$ cat src/rtl/rr_mux_pkg.sv
// Shared constants and helpers for the rr_mux channel multiplexer.
package rr_mux_pkg;

   localparam int unsigned MODE_SEL  = 0;
   localparam int unsigned MODE_PRIO = 1;
   localparam int unsigned MODE_RR   = 2;

   // Index width for n channels; never narrower than one bit.
   function automatic int unsigned sel_width(input int unsigned n);
      return (n <= 2) ? 1 : $clog2(n);
   endfunction

endpackage

$ cat src/rtl/rr_arbiter.sv
// Combinational grant logic: external select, fixed priority or round-robin.
module rr_arbiter
   import rr_mux_pkg::*;
#(
   parameter int unsigned CHANNELS = 4,
   parameter int unsigned MODE     = MODE_RR,
   parameter int unsigned SELW     = sel_width(CHANNELS)
) (
   input  logic [CHANNELS-1:0] in_valid,
   input  logic [SELW-1:0]     rr_ptr,
   input  logic [SELW-1:0]     sel,
   output logic [CHANNELS-1:0] grant_c,
   output logic [SELW-1:0]     idx_c
);

   logic [CHANNELS-1:0] sel_grant_c;
   logic [CHANNELS-1:0] prio_grant_c;
   logic [CHANNELS-1:0] rr_grant_c;
   logic [SELW-1:0]     sel_idx_c;
   logic [SELW-1:0]     prio_idx_c;
   logic [SELW-1:0]     rr_idx_c;
   logic                prio_found_c;
   logic                rr_found_c;
   logic [SELW-1:0]     rr_pos_c;

   // External select: an out-of-range sel matches no channel and grants nothing.
   always_comb begin
      sel_grant_c = '0;
      sel_idx_c   = '0;
      for (int i = 0; i < CHANNELS; i++) begin
         if (SELW'(i) == sel && in_valid[i]) begin
            sel_grant_c[i] = 1'b1;
            sel_idx_c      = SELW'(i);
         end
      end
   end

   // Fixed priority: lowest valid index wins.
   always_comb begin
      prio_grant_c = '0;
      prio_idx_c   = '0;
      prio_found_c = 1'b0;
      for (int i = 0; i < CHANNELS; i++) begin
         if (!prio_found_c && in_valid[i]) begin
            prio_grant_c[i] = 1'b1;
            prio_idx_c      = SELW'(i);
            prio_found_c    = 1'b1;
         end
      end
   end

   // Round-robin: first valid channel at or after rr_ptr, wrapping modulo CHANNELS.
   always_comb begin
      rr_grant_c = '0;
      rr_idx_c   = '0;
      rr_found_c = 1'b0;
      rr_pos_c   = '0;
      for (int k = 0; k < CHANNELS; k++) begin
         rr_pos_c = SELW'((int'(rr_ptr) + k) % CHANNELS);
         if (!rr_found_c && in_valid[rr_pos_c]) begin
            rr_grant_c[rr_pos_c] = 1'b1;
            rr_idx_c             = rr_pos_c;
            rr_found_c           = 1'b1;
         end
      end
   end

   // Pick the scheme selected by MODE; the unused ones are trimmed in synthesis.
   always_comb begin
      grant_c = rr_grant_c;
      idx_c   = rr_idx_c;
      if (MODE == MODE_SEL) begin
         grant_c = sel_grant_c;
         idx_c   = sel_idx_c;
      end else if (MODE == MODE_PRIO) begin
         grant_c = prio_grant_c;
         idx_c   = prio_idx_c;
      end
   end

endmodule

$ cat src/rtl/rr_mux.sv
// Registered N:1 valid/ready multiplexer with a single-entry output slice.
module rr_mux
   import rr_mux_pkg::*;
#(
   parameter int unsigned WIDTH    = 8,
   parameter int unsigned CHANNELS = 4,
   parameter int unsigned MODE     = MODE_RR,
   parameter int unsigned SELW     = sel_width(CHANNELS)
) (
   input  logic                      clk,
   input  logic                      rst,
   input  logic [CHANNELS*WIDTH-1:0] in_data,
   input  logic [CHANNELS-1:0]       in_valid,
   output logic [CHANNELS-1:0]       in_ready,
   input  logic [SELW-1:0]           sel,
   output logic [WIDTH-1:0]          out_data,
   output logic [SELW-1:0]           out_chan,
   output logic                      out_valid,
   input  logic                      out_ready
);

   logic [CHANNELS-1:0] grant_c;
   logic [SELW-1:0]     gidx_c;
   logic [SELW-1:0]     rr_ptr;
   logic [SELW-1:0]     rr_ptr_nxt_c;
   logic                load_en_c;
   logic                xfer_c;

   rr_arbiter #(
      .CHANNELS (CHANNELS),
      .MODE     (MODE),
      .SELW     (SELW)
   ) u_arb (
      .in_valid (in_valid),
      .rr_ptr   (rr_ptr),
      .sel      (sel),
      .grant_c  (grant_c),
      .idx_c    (gidx_c)
   );

   // Ready gating: the slice loads when empty or draining; nothing is accepted in reset.
   always_comb begin
      load_en_c = !out_valid || out_ready;
      in_ready  = '0;
      if (!rst && load_en_c) begin
         in_ready = grant_c;
      end
      xfer_c = |in_ready;
   end

   // Pointer moves past the granted channel, wrapping at the last one.
   always_comb begin
      rr_ptr_nxt_c = gidx_c + SELW'(1);
      if (gidx_c == SELW'(CHANNELS - 1)) begin
         rr_ptr_nxt_c = '0;
      end
   end

   // Output register slice: a new word replaces the old one without a bubble.
   always_ff @(posedge clk or posedge rst) begin
      if (rst) begin
         out_data  <= '0;
         out_chan  <= '0;
         out_valid <= 1'b0;
      end else if (xfer_c) begin
         out_data  <= in_data[gidx_c*WIDTH +: WIDTH];
         out_chan  <= gidx_c;
         out_valid <= 1'b1;
      end else if (out_ready) begin
         out_valid <= 1'b0;
      end
   end

   // Round-robin pointer advances only on an accepted input word.
   always_ff @(posedge clk or posedge rst) begin
      if (rst) begin
         rr_ptr <= '0;
      end else if (MODE == MODE_RR && xfer_c) begin
         rr_ptr <= rr_ptr_nxt_c;
      end
   end

endmodule

$ cat config.mk
export PLATFORM = sky130hd
export DESIGN_NAME = rr_mux
export DESIGN_NICKNAME = d
export VERILOG_FILES = /design/src/rtl/rr_mux_pkg.sv /design/src/rtl/rr_arbiter.sv /design/src/rtl/rr_mux.sv
export SDC_FILE = /design/constraint.sdc
export NUM_CORES = 1
export LEC_CHECK = 0
export BUFFER_PORTS_ARGS = -buffer_cell sky130_fd_sc_hd__buf_2
export CELL_PAD_IN_SITES_DETAIL_PLACEMENT = 1
export CELL_PAD_IN_SITES_GLOBAL_PLACEMENT = 1
export CORE_MARGIN = 8
export CORE_UTILIZATION = 32
export DETAILED_ROUTE_END_ITERATION = 7
export GPL_ROUTABILITY_DRIVEN = 0
export GPL_TIMING_DRIVEN = 1
export PLACE_DENSITY = 0.86
export SYNTH_ARGS = -nofsm -noshare
export SYNTH_HDL_FRONTEND = slang
export SYNTH_SLANG_ARGS = --single-unit
$ cat constraint.sdc
create_clock -name clk -period 3.1 [get_ports clk]
set_input_delay 0.155 -clock clk [delete_from_list [all_inputs] [get_ports clk]]
set_output_delay 0.155 -clock clk [all_outputs]
set_load 0.02 [all_outputs]
==> flow_summary.ini <==
[run_status]
outcome = finished clean

[synthesis]
yosys.cell_types.count = 38
ys_ff_latch = 13
syn-mean-instance-area_um2 = 9.10
post_synth_inst_count = 150
synth.cell_area_um2 = 1370
synth_sequential_area_ratio = 0.238
synth_warnings = 0
synth_nets = 199

[global_route]
grt_pass1_wl_um = 7180
grt_usage = 0.134
globalRoute.totalOverflow = 0
first_global_vias = 1517
pin_count_of_the_biggest_net_entering_global_routing = 19
grt_antenna_before_repair = 0

[power_and_ir_drop]
ir_drop_v = 0.000551
power_density_over_the_cells_nw_per_um2 = 1180
leakagePower_nw = 0.812

[floorplanning]
fp.dieW_um = 81.3
initial_core_util = 0.336
core_area_um2 = 4060
row_count = 23
dieArea_um2 = 6610
fp.dieH_um = 81.3
top_level_ports = 56

[clocking]
clkSlewWorstSetupHoldPaths_ns = 0.06
post-cts-setup-buffers = 0
numCtsBuffers = 3
max-clock-path-buffers = 2
ctsHtreeMaxLevel = 1
cts_repair_resize_count = 0
cts_num_sinks = 13
tritoncts = done
worstSkewPairLatency_ns = 0.24
clock_tree.root_cell = clkbuf_8

[routing]
highest_layer = met4
met1Wirelength_um = 2040
met3WireLength_um = 221
post_drt_wl_per_cell_um = 17.0
first_pass_iters = 4
finalWirelength_um = 4360
remaining_drc_errors = 0
drt_iter0_drc = 103
vias = 1421
wl_met2_um = 2070
drt.antenna.violating_nets = 0
viasPerCell = 5.53

[layout]
insertedDiodeCount = 0
layout.nets = 257
final_cells = 257
post_route_cells_drive_above_1_share = 0.372
stdcell_area_um2 = 1750
layout-area-overhead-vs-synth_pct = 28.0

[placement]
post-place-cells = 252
place.port_buffers = 53
place_hpwl_um = 3430
dpl-instance-area_um2 = 1690

[worst_setup_path]
crit_type = register to register
critical_path_arrival_ns = 2.90
timing.critical_path.required_ns = 3.23
startpoint_type = register
timing.critical_path.fanout_max = 10
crit_path_end_kind = register

[timing]
setup_repair_after_global_routing_missed_its_margin = no
timing_max_transition_violations_final = 0
finalWorstPathRequiredPeriod_ns = 2.77
final_cycle_utilization_of_the_critical_path = 0.894
worst_max_slew_pin_slew_ns = 0.532
clock.fmax_ghz = 0.361
clock_skew_ns = 0.00216
finalHoldViolations = 0
timing.slew.headroom = 0.645
setup_viol = 0
timing.setup.tns_ns = 0

[flow_run]
cap_viol_max_count = 0

[min_path]
min-delay-path-class = primary input to register
==> synth_stat cells (all sizes together) <==
cell type | count | area, um2
nand2 | 21 | 78.8
a211oi | 16 | 120
a21boi | 16 | 120
dfrtp | 13 | 325
buf | 9 | 78.8
o31ai | 9 | 67.6
ha | 8 | 100
o21ai | 7 | 38.8
a21oi | 6 | 30.0
inv | 6 | 22.5
a222oi | 4 | 40.0
mux2 | 4 | 56.3
nor3b | 4 | 35.0
clkbuf | 3 | 11.3
mux4 | 3 | 67.6
and3b | 2 | 17.5
nand2b | 2 | 12.5
nor3 | 2 | 10.0
nor4 | 2 | 12.5
a2111oi | 1 | 8.76
a31oi | 1 | 6.26
a41oi | 1 | 8.76
and2 | 1 | 6.26
mux2i | 1 | 10.0
nand3 | 1 | 5.00
nand3b | 1 | 7.51
nor2 | 1 | 3.75
nor2b | 1 | 6.26
o22a | 1 | 8.76
o2bb2a | 1 | 10.0
o41a | 1 | 11.3
o41ai | 1 | 27.5
==> final timing paths <==
path	from	end	slack, ns	depth (start not counted)
max	rr_ptr[0]	rr_ptr[1]	0.33	8
min	out_ready	out_valid	0.20	3
max reg2reg	rr_ptr[0]	rr_ptr[1]	0.33	8
min reg2reg	out_data[1]	out_data[1]	0.48	2
max in group asynchronous	rst	rr_ptr[0]	2.20	3
min in group asynchronous	rst	out_data[4]	0.52	3
==> metal layers <==
layer | track usage | vias up
li1 | - | 695
met1 | 0.170 | 684
met2 | 0.219 | 38
met3 | 0.0298 | 4
met4 | 0.0411 | 0
met5 | 0 | -
==> area by class of cell <==
class / instances / area (um2)
fill: 501 / 2310
inverter: 6 / 22.5
multi-input combinational: 119 / 933
timing repair buffer: 65 / 358
tap: 50 / 62.6
sequential: 13 / 327
clock buffer: 4 / 45.0
==> critical path, cell delays in order (launching register included) <==
cell,delay (ns)
dfrtp_2,0.43
buf_4,0.21
mux4_2,0.62
nor3b_4,0.38
a2111oi_0,0.10
o2bb2a_1,0.33
inv_1,0.09
ha_1,0.23
mux2_4,0.26
==> power breakdown <==
group          internal, W  switching (W)
clock            0.0000907      0.0000598
sequential        0.000262      0.0000608
combinational     0.000659       0.000926
==> placed cells by master, fill, tap and decap left out, types with 2 or more instances in the layout <==
cell | synthesis | layout
buf_4 | 1 | 11
dfrtp_1 | 13 | 12
o21ai_1 | 3 | 3
nand2_1 | 21 | 21
inv_1 | 6 | 6
nand2b_1 | 2 | 2
ha_1 | 8 | 8
and3b_1 | 2 | 2
nor3_1 | 2 | 2
a21boi_0 | 16 | 16
a222oi_1 | 4 | 4
nor3b_1 | 3 | 3
mux4_2 | 3 | 3
clkbuf_8 | 0 | 3
o31ai_1 | 9 | 9
o21ai_0 | 3 | 3
nor4_1 | 2 | 2
a21oi_1 | 6 | 6
mux2_4 | 3 | 3
a211oi_1 | 16 | 16
buf_2 | 3 | 53
==> registers in the layout, indices dropped and copies added (netlist names) <==
register   count
out_chan       2
out_data       8
out_valid      1
rr_ptr         2
==> metrics by stage <==
stage               hold slack, ns  power, W   util  setup WS [ns]
floorplan                   0.0399   0.00148      -         0.0226
global placement             0.215   0.00186  0.417          0.435
detailed placement           0.219   0.00192  0.417          0.343
CTS                          0.194   0.00207  0.431          0.333
global route                 0.237   0.00224  0.431          0.159
finish                       0.199   0.00206  0.431          0.328
==> kinds of logic after synthesis <==
group / synth area share
adders and majority gates: 0.0733
muxes: 0.0981
buffers and inverters: 0.0825
AOI/OAI and AO/OA: 0.365
and+or+nand+nor: 0.143
DFF: 0.238
==> timing repair <==
action / 4_1_cts / 5_1_grt
setup endpoints to repair: 0 / 0
hold buffers: 1 / 0
hold endpoints to repair: 13 / 0
Power figures use the tool's default switching activity.
